==> config.mk <==
export PLATFORM = sky130hd
export DESIGN_NAME = pipe_scroller
export DESIGN_NICKNAME = d
export VERILOG_FILES = /design/src/rtl/flappy_pkg.sv /design/src/rtl/lfsr16.sv /design/src/rtl/pipe_scroller.sv
export SDC_FILE = /design/constraint.sdc
export NUM_CORES = 1
export LEC_CHECK = 0
export CAP_MARGIN = 20
export CORE_MARGIN = 8
export CORE_UTILIZATION = 30
export CTS_CLUSTER_DIAMETER = 40
export CTS_CLUSTER_SIZE = 40
export DETAILED_ROUTE_END_ITERATION = 8
export PLACE_DENSITY = 0.54
export SLEW_MARGIN = 10
export SYNTH_ARGS = -nofsm -noshare
export SYNTH_HDL_FRONTEND = slang
export SYNTH_SLANG_ARGS = --single-unit
==> constraint.sdc <==
create_clock -name clk -period 7.3 [get_ports clk]
set_input_delay 1.46 -clock clk [delete_from_list [all_inputs] [get_ports clk]]
set_output_delay 1.46 -clock clk [all_outputs]
set_load 0.005 [all_outputs]
==> src/rtl/flappy_pkg.sv <==
// Shared game types and screen constants for the flappy game-logic stages.
package flappy_pkg;

    typedef logic [10:0] coord_t;

    localparam int SCREEN_W = 640;
    localparam int SCREEN_H = 480;

    typedef enum logic [1:0] {
        IDLE   = 2'd0,
        RUN    = 2'd1,
        FROZEN = 2'd2
    } game_state_t;

    // Result of advancing one pipe by one tick.
    typedef struct packed {
        coord_t x;
        coord_t y;
        logic   pass;
    } pipe_step_t;

endpackage

==> src/rtl/lfsr16.sv <==
// Free-running 16-bit Galois LFSR, x^16+x^14+x^13+x^11+1; advances every clock.
// One cycle latency from reset release to the first new value; no flow control.
module lfsr16 #(
    parameter logic [15:0] SEED = 16'hACE1
) (
    input  logic        clk,
    input  logic        reset,
    output logic [15:0] q
);

    logic [15:0] r_lfsr;

    always_ff @(posedge clk or negedge reset) begin
        if (!reset) begin
            r_lfsr <= SEED;
        end else begin
            r_lfsr <= {1'b0, r_lfsr[15:1]} ^ (r_lfsr[0] ? 16'hB400 : 16'h0000);
        end
    end

    assign q = r_lfsr;

endmodule

==> src/rtl/pipe_scroller.sv <==
// Scrolls two pipes left once per game tick, wrapping them with fresh gap heights.
// Outputs registered: a move is visible TICK_DIV cycles after start; halt freezes immediately.
module pipe_scroller #(
    parameter int          SCREEN_W     = flappy_pkg::SCREEN_W,
    parameter int          PIPE_W       = 40,
    parameter int          PIPE_SPACING = 320,
    parameter int          STEP         = 1,
    parameter int          TICK_DIV     = 500000,
    parameter int          BIRD_X       = 100,
    parameter int          GAP_MIN      = 80,
    parameter int          GAP_MAX      = 380,
    parameter logic [15:0] LFSR_SEED    = 16'hACE1
) (
    input  logic        clk,
    input  logic        reset,
    input  logic        start,
    input  logic        halt,
    output logic [10:0] pipe1_x,
    output logic [10:0] pipe1_y,
    output logic [10:0] pipe2_x,
    output logic [10:0] pipe2_y,
    output logic        running,
    output logic        passed,
    output logic [9:0]  score
);

    import flappy_pkg::*;

    localparam int GAP_MID = (GAP_MIN + GAP_MAX) / 2;
    localparam int RANGE   = GAP_MAX - GAP_MIN + 1;
    localparam int CNT_W   = $clog2(TICK_DIV);

    localparam logic [11:0]      L_STEP    = 12'(STEP);
    localparam logic [11:0]      L_WRAP    = 12'(2 * PIPE_SPACING - STEP);
    localparam logic [11:0]      L_PIPE_W  = 12'(PIPE_W);
    localparam logic [11:0]      L_BIRD_X  = 12'(BIRD_X);
    localparam logic [11:0]      L_GAP_MIN = 12'(GAP_MIN);
    localparam logic [11:0]      L_RANGE   = 12'(RANGE);
    localparam logic [CNT_W-1:0] TICK_LAST = CNT_W'(TICK_DIV - 1);
    localparam coord_t           X1_INIT   = coord_t'(SCREEN_W);
    localparam coord_t           X2_INIT   = coord_t'(SCREEN_W + PIPE_SPACING);
    localparam coord_t           Y_INIT    = coord_t'(GAP_MID);

    if ((SCREEN_W + PIPE_SPACING > 2047) || (2 * PIPE_SPACING > 2047)) begin : g_coord_chk
        $error("pipe_scroller: coordinate parameters do not fit in 11 bits");
    end
    if ((RANGE < 256) || (RANGE > 511) || (STEP < 1) || (STEP > PIPE_W) || (TICK_DIV < 2)) begin : g_param_chk
        $error("pipe_scroller: gap range, STEP or TICK_DIV out of bounds");
    end

    // A 9-bit draw spans 0..511 and RANGE >= 256, so one subtraction folds it into range.
    function automatic coord_t gap_map(input logic [8:0] r);
        logic [11:0] w_r;
        logic [11:0] w_y;
        w_r = {3'b000, r};
        if (w_r >= L_RANGE) begin
            w_r = w_r - L_RANGE;
        end
        w_y = L_GAP_MIN + w_r;
        return w_y[10:0];
    endfunction

    function automatic pipe_step_t step_pipe(input coord_t x, input coord_t y, input logic [8:0] r);
        pipe_step_t  w_res;
        logic [11:0] w_old;
        logic [11:0] w_new;
        w_old = {1'b0, x};
        if (w_old >= L_STEP) begin
            w_new      = w_old - L_STEP;
            w_res.x    = w_new[10:0];
            w_res.y    = y;
            w_res.pass = ((w_old + L_PIPE_W) > L_BIRD_X) && ((w_new + L_PIPE_W) <= L_BIRD_X);
        end else begin
            w_new      = w_old + L_WRAP;
            w_res.x    = w_new[10:0];
            w_res.y    = gap_map(r);
            w_res.pass = 1'b0;
        end
        return w_res;
    endfunction

    game_state_t      r_state;
    game_state_t      w_next_state;
    logic             w_restart;
    logic             w_move;
    logic             w_count;
    logic [CNT_W-1:0] r_cnt;
    logic [15:0]      w_lfsr;
    coord_t           r_pipe1_x;
    coord_t           r_pipe1_y;
    coord_t           r_pipe2_x;
    coord_t           r_pipe2_y;
    logic             r_running;
    logic             r_passed;
    logic [9:0]       r_score;
    pipe_step_t       w_step1;
    pipe_step_t       w_step2;
    logic [10:0]      w_score_sum;
    logic [9:0]       w_score_next;

    lfsr16 #(
        .SEED (LFSR_SEED)
    ) u_lfsr (
        .clk   (clk),
        .reset (reset),
        .q     (w_lfsr)
    );

    always_ff @(posedge clk or negedge reset) begin
        if (!reset) begin
            r_state <= IDLE;
        end else begin
            r_state <= w_next_state;
        end
    end

    // Halt outranks both start and a due tick while running.
    always_comb begin
        w_next_state = r_state;
        w_restart    = 1'b0;
        w_move       = 1'b0;
        w_count      = 1'b0;
        case (r_state)
            IDLE: begin
                if (start) begin
                    w_next_state = RUN;
                    w_restart    = 1'b1;
                end
            end
            RUN: begin
                if (halt) begin
                    w_next_state = FROZEN;
                end else if (r_cnt == TICK_LAST) begin
                    w_move = 1'b1;
                end else begin
                    w_count = 1'b1;
                end
            end
            FROZEN: begin
                if (start) begin
                    w_next_state = RUN;
                    w_restart    = 1'b1;
                end
            end
            default: begin
                w_next_state = IDLE;
            end
        endcase
    end

    // Pipe2 draws from the upper slice so a simultaneous wrap gets a different gap.
    assign w_step1      = step_pipe(r_pipe1_x, r_pipe1_y, w_lfsr[8:0]);
    assign w_step2      = step_pipe(r_pipe2_x, r_pipe2_y, w_lfsr[15:7]);
    assign w_score_sum  = {1'b0, r_score} + 11'(w_step1.pass) + 11'(w_step2.pass);
    assign w_score_next = (w_score_sum > 11'd1023) ? 10'd1023 : w_score_sum[9:0];

    always_ff @(posedge clk or negedge reset) begin
        if (!reset) begin
            r_cnt     <= '0;
            r_pipe1_x <= X1_INIT;
            r_pipe1_y <= Y_INIT;
            r_pipe2_x <= X2_INIT;
            r_pipe2_y <= Y_INIT;
            r_running <= 1'b0;
            r_passed  <= 1'b0;
            r_score   <= '0;
        end else begin
            r_running <= (w_next_state == RUN);
            r_passed  <= 1'b0;
            if (w_restart) begin
                r_cnt     <= '0;
                r_pipe1_x <= X1_INIT;
                r_pipe1_y <= Y_INIT;
                r_pipe2_x <= X2_INIT;
                r_pipe2_y <= Y_INIT;
                r_score   <= '0;
            end else if (w_move) begin
                r_cnt     <= '0;
                r_pipe1_x <= w_step1.x;
                r_pipe1_y <= w_step1.y;
                r_pipe2_x <= w_step2.x;
                r_pipe2_y <= w_step2.y;
                r_passed  <= w_step1.pass | w_step2.pass;
                r_score   <= w_score_next;
            end else if (w_count) begin
                r_cnt <= r_cnt + 1'b1;
            end
        end
    end

    assign pipe1_x = r_pipe1_x;
    assign pipe1_y = r_pipe1_y;
    assign pipe2_x = r_pipe2_x;
    assign pipe2_y = r_pipe2_y;
    assign running = r_running;
    assign passed  = r_passed;
    assign score   = r_score;

endmodule

==> results.py, run 1 <==
metrics = {
    "global_routing": {
        "met2_usage": 0.202,
        "grt_use_met3": 0.0462,
        "use_met1": 0.164,
        "grt_pass1_vias": 4728,
        "antenna_found_initial": 0,
        "grt-ovfl-total": 0,
        "grt_pass1_wl_um": 24800,
        "grt_use_total": 0.129,
        "busiest_layer": "met2",
        "grt_max_degree": 75,
    },
    "timing": {
        "layout_setup_ws_ns": 2.32,
        "period_share": 0.683,
        "whs_ns": 0.389,
        "tns_ns": 0,
        "hold_viol_final": 0,
        "setup_viol": 0,
        "slew_viol_final": 0,
        "fin_skew_ns": 0.00754,
        "grt_setup_unrepaired": "false",
        "tightest_slew_ns": 1.09,
        "max_freq_mhz": 201,
        "min_period_ns": 4.98,
        "slew_headroom": 0.271,
    },
    "clock_network": {
        "postCtsSetupBuffers": 0,
        "cts_resized": 0,
        "cts_buffers": 9,
        "cts-root-buf": "clkbuf_16",
        "cts.sinks": 93,
        "ctsLongestPathBuffers": 2,
        "clk_pin_slew_ns": 0.07,
        "htreeDepth": 3,
        "cts_tree": "done",
        "clk_latency_ns": 0.35,
        "ctsHoldBuffers": 0,
    },
    "setup_path": {
        "r2r_slack_ns": 2.32,
        "critPathLaunch": "pipe1_x[0]",
        "timing.rr.end": "score[2]",
        "cp-start-kind": "register",
        "critical_path_required_ns": 7.55,
        "critPathCaptureType": "register",
        "r2r_cells": 19,
        "crit_arrival_ns": 5.23,
        "critical_path_class": "reg -> reg",
        "cp_max_fo": 7,
        "r2r-start": "pipe1_x[0]",
    },
    "synth": {
        "ys_types": 71,
        "yosysWarnings": 0,
        "synth_area_leaders": "dfrtp_1 31%, dfstp_2 11%, xnor2_1 5.1%",
        "synth-main-ff-cell": "dfrtp_1",
        "avgSynthCellArea_sq_um": 8.90,
        "yosys_register_bits": 93,
        "synth_top_area_frac": 0.305,
        "async_flop_share": 1.00,
        "synthTopCellsByCount": "69 x dfrtp_1, 61 x nor2_1, 60 x nand2_1",
        "synth_largest_area_cell": "dfrtp_1",
        "synth_nets": 662,
        "synth.most_common_cell": "dfrtp_1",
        "synth-edff-count": 0,
        "ys_seq_area_frac": 0.417,
        "mappedNetlistArea_sq_um": 5650,
        "synthCells": 635,
    },
    "outcome": {
        "run_status": "complete, no violations",
    },
    "placed_design": {
        "placement.cell_area_sq_um": 6450,
        "place_ws_ns": 2.42,
        "numPortBuffers": 59,
        "place.gp.congestion": 0.824,
        "dp_hpwl_um": 10500,
        "dp.cells": 902,
    },
    "finish": {
        "fin_util": 0.365,
        "fin_area_sq_um": 6780,
        "stdcell_count": 919,
        "area_growth_pct": 20.0,
        "diodes": 0,
        "final_nets": 707,
        "drive_gt1_frac": 0.105,
    },
    "floorplanning": {
        "die_y_um": 153,
        "pin_count": 60,
        "die_w_um": 153,
        "dieArea_sq_um": 23500,
        "initial_utilization": 0.304,
        "core_sq_um": 18600,
        "num_rows": 50,
    },
    "drt": {
        "drc": 0,
        "viasPerCell": 5.17,
        "antenna_left": 0,
        "routed_wl_um": 14700,
        "drt_iter0_drc": 334,
        "wl_per_cell_um": 16.0,
        "first_pass_iters": 5,
        "vias": 4747,
    },
    "run": {
        "maxCapViolations": 0,
    },
    "worst_hold_path": {
        "hp-start": "u_lfsr.q[6]",
        "hold_depth": 0,
        "holdCritPathClass": "reg -> reg",
        "min_to": "u_lfsr.q[5]",
    },
    "pwr": {
        "p_leak_nw": 2.70,
        "ir_drop_v": 0.000108,
        "p_per_area_nw_per_um2": 162,
        "total_power_mw": 1.10,
    },
}
[logic make-up (layout without fill, tap and decap cells)]
logic type / after synthesis / in the layout / synth area share
DFF: 93 / 93 / 0.417
AOI/OAI and AO/OA: 144 / 144 / 0.166
and+or+nand+nor: 256 / 256 / 0.228
buffers and inverters: 59 / 109 / 0.0427
muxes: 5 / 5 / 0.00907
adders and majority gates: 23 / 23 / 0.0522
xor gates and xnor gates: 55 / 55 / 0.0852
[routing by layer]
metal	up-vias	wire length, um
met5	-	0
met1	2304	6910
met3	14	907
met4	0	148
li1	2331	-
met2	98	6700
[registers in the layout (all words and copies together), names as in the netlist]
register and cells:
running 1, r_state 2, pipe2_y 11, score 10, r_cnt 19, pipe1_x 11
pipe2_x 11, passed 1, pipe1_y 11, u_lfsr.q 16
[power by group]
| group | internal, mW | switching (mW) | total [mW] |
|---|---|---|---|
| Sequential | 0.525 | 0.00990 | 0.535 |
| Combinational | 0.0165 | 0.0451 | 0.0616 |
| Clock | 0.287 | 0.215 | 0.502 |
| Total | 0.829 | 0.270 | 1.10 |
[cells in the final DEF, fill, tap and decap left out, types with 4 or more instances in the layout]
cell type and instances:
mux2i_1 4, dfrtp_1 69, nor3b_1 5, dfstp_2 24, and2_1 6, o21a_1 4
clkdlybuf4s50_1 58, xor2_1 22, a31oi_1 8, nand2b_1 9, and3_1 6, xnor2_1 33
inv_1 28, nor2_1 61, nand2_1 60, nor3_1 21, a21oi_1 32, o21ai_0 48
nor4_1 6, a211oi_1 7, or3_1 7, o211ai_1 5, nand4_1 9, ha_1 22
buf_4 6, o31ai_1 6, nand3_1 41, clkbuf_16 9
[critical path: stages, from the launching register on]
cell      delay [ns]
dfrtp_1         0.42
inv_1           0.10
ha_1            0.27
nor3b_1         0.30
xnor2_1         0.27
ha_1            0.34
nand2b_1        0.16
o311ai_0        0.13
o31ai_1         0.15
o221ai_1        0.09
a31o_2          0.19
a31oi_1         0.09
a2111o_1        0.48
fa_1            0.42
inv_1           0.09
ha_1            0.20
nand3_1         0.15
or3_1           0.50
and2_1          0.24
a311oi_1        0.29
[layout make-up]
cell class	count	area, sq um
fillers	1837	11800
multi-input cells	483	3070
flip-flops and latches	93	2360
repair buffers	65	641
well taps	234	293
clock buffers	11	253
inverters	28	105
clock inverters	5	63.8
[worst max path at each step]
stage	slack (ns)	to
6_report	2.32	score[2]
5_1_grt	2.02	score[2]
4_1_cts	2.40	score[2]
3_5_place_dp	2.42	score[2]
3_3_place_gp	2.73	score[4]
2_1_floorplan	2.97	score[2]
Power figures use the tool's default switching activity.
==> inputs of run 2 (changes only) <==
clock period = 5.05 ns   (was 7.3 ns; I/O delays follow)
==> run 2 against run 1 <==
Against the previous run:
- critical path depth did not move
- largest power group unchanged
- die area stayed put
- critical path type unchanged
- worst setup slack got worse by 2.0 ns
- non-clock buffer count rose by 5
- largest cell class unchanged
- clock power up 42%
- core utilization rose by 0.11 points
- combinational power is 47% higher
==> results.py, run 2 (synthesis results as in run 1) <==
metrics = {
    "outcome": {
        "run_status": "complete, no violations",
    },
    "drt": {
        "viasPerCell": 5.19,
        "vias": 4797,
        "antenna_left": 0,
        "wl_per_cell_um": 16.0,
        "drt_iter0_drc": 254,
        "routed_wl_um": 14800,
        "first_pass_iters": 5,
        "drc": 0,
    },
    "setup_path": {
        "timing.rr.end": "score[2]",
        "r2r-start": "pipe1_x[0]",
        "cp-start-kind": "register",
        "cp_max_fo": 7,
        "critPathCaptureType": "register",
        "r2r_cells": 19,
        "crit_arrival_ns": 4.94,
        "critical_path_required_ns": 5.30,
        "r2r_slack_ns": 0.36,
        "critical_path_class": "reg -> reg",
    },
    "placed_design": {
        "placement.cell_area_sq_um": 6490,
        "dp.cells": 907,
        "dp_hpwl_um": 10400,
        "place_ws_ns": 0.267,
        "numPortBuffers": 59,
        "place.gp.congestion": 0.849,
    },
    "clock_network": {
        "ctsLongestPathBuffers": 2,
        "cts.sinks": 93,
        "clk_pin_slew_ns": 0.07,
        "htreeDepth": 3,
        "cts_buffers": 9,
        "cts_tree": "done",
        "clk_latency_ns": 0.36,
        "cts-root-buf": "clkbuf_16",
    },
    "pwr": {
        "p_leak_nw": 2.71,
        "p_per_area_nw_per_um2": 231,
        "ir_drop_v": 0.000164,
        "total_power_mw": 1.57,
    },
    "floorplanning": {
        "die_w_um": 153,
        "die_y_um": 153,
        "core_sq_um": 18600,
        "num_rows": 50,
        "initial_utilization": 0.304,
        "pin_count": 60,
        "dieArea_sq_um": 23500,
    },
    "timing": {
        "min_period_ns": 4.69,
        "fin_skew_ns": 0.00691,
        "slew_viol_final": 0,
        "grt_setup_unrepaired": "false",
        "period_share": 0.928,
        "slew_headroom": 0.414,
        "tightest_slew_ns": 0.879,
        "tns_ns": 0,
        "setup_viol": 0,
        "whs_ns": 0.394,
        "hold_viol_final": 0,
        "max_freq_mhz": 213,
        "layout_setup_ws_ns": 0.363,
    },
    "finish": {
        "fin_util": 0.366,
        "nFillCells": 1855,
        "final_cell_mix": "69 x dfrtp_1, 61 x nor2_1, 60 x nand2_1, 58 x clkdlybuf4s50_1, 48 x o21ai_0",
        "final_nets": 712,
        "largest_reg_flops": 19,
        "final_common_cell": "dfrtp_1",
        "top_register": "r_cnt",
        "stdcell_count": 924,
        "drive_gt1_frac": 0.113,
        "diodes": 0,
        "area_growth_pct": 20.3,
        "fin_area_sq_um": 6800,
    },
    "worst_hold_path": {
        "min_to": "u_lfsr.q[5]",
        "hold_depth": 0,
        "hp-start": "u_lfsr.q[6]",
        "holdCritPathClass": "reg -> reg",
    },
    "global_routing": {
        "grt_pass1_vias": 4734,
        "antenna_found_initial": 0,
        "grt_pass1_wl_um": 24800,
        "grt-ovfl-total": 0,
        "grt_use_total": 0.128,
        "grt_max_degree": 66,
    },
    "run": {
        "maxCapViolations": 0,
    },
}
## run 2: changes by cell type in the layout (fill, tap and decap cells not counted), sizes merged
cell	before	now
clkinvlp	1	2
clkbuf	11	10
buf	7	12
## run 2: final cells by class
| class | instances | area [sq um] | area share |
|---|---|---|---|
| timing repair buffer | 70 | 671 | 0.0986 |
| tap | 234 | 293 | 0.0430 |
| inverter | 28 | 105 | 0.0154 |
| clock inverter | 6 | 71.3 | 0.0105 |
| clock buffer | 10 | 229 | 0.0337 |
| sequential | 93 | 2360 | 0.347 |
| multi-input combinational | 483 | 3080 | 0.452 |
## run 2: worst max-delay path, cell delays in order, from the launching register on
cell and delay (ns):
dfrtp_1 0.42, inv_1 0.12, ha_2 0.24, nor3b_1 0.24, xnor2_1 0.21, ha_1 0.32
nand2b_1 0.17, o311ai_0 0.11, o31ai_1 0.13, o221ai_1 0.09, a31o_2 0.19, a31oi_1 0.07
a2111o_1 0.47, fa_1 0.42, inv_1 0.09, ha_1 0.20, nand3_1 0.15, or3_4 0.45
and2_1 0.21, a311oi_1 0.29
## run 2: repair_timing
item,CTS,global route
endpoints found under the hold margin,0,0
gates resized for setup,0,2
setup buffers,0,1
endpoints found under the setup margin,0,3
hold buffers,0,0
## run 2: where the power goes
group / switching (mW) / internal, mW / total [mW]
registers: 0.0135 / 0.758 / 0.772
clock network: 0.323 / 0.389 / 0.712
logic: 0.0659 / 0.0248 / 0.0907
total: 0.402 / 1.17 / 1.57
## run 2: how the worst max path moves through the flow
stage,end,start
after detailed placement,score[2],pipe1_x[0]
after global placement,score[2],pipe1_x[0]
after CTS,score[2],pipe1_x[0]
final,score[2],pipe1_x[0]
after global routing,score[2],pipe1_x[0]
after floorplan,score[2],pipe1_x[0]
## run 2: routing by layer
metal | vias to the layer above | global-route usage | part of all wire
met5 | - | 0 | 0
met4 | 0 | 0.0386 | 0.017
met3 | 21 | 0.0403 | 0.053
met2 | 106 | 0.197 | 0.45
met1 | 2329 | 0.168 | 0.48
li1 | 2341 | - | -
==> inputs of run 3 (changes only) <==
GPL_ROUTABILITY_DRIVEN = 0   (was default)
==> results of run 3 <==
Same layout as run 2: the final DEF is identical, and so are final timing and power.
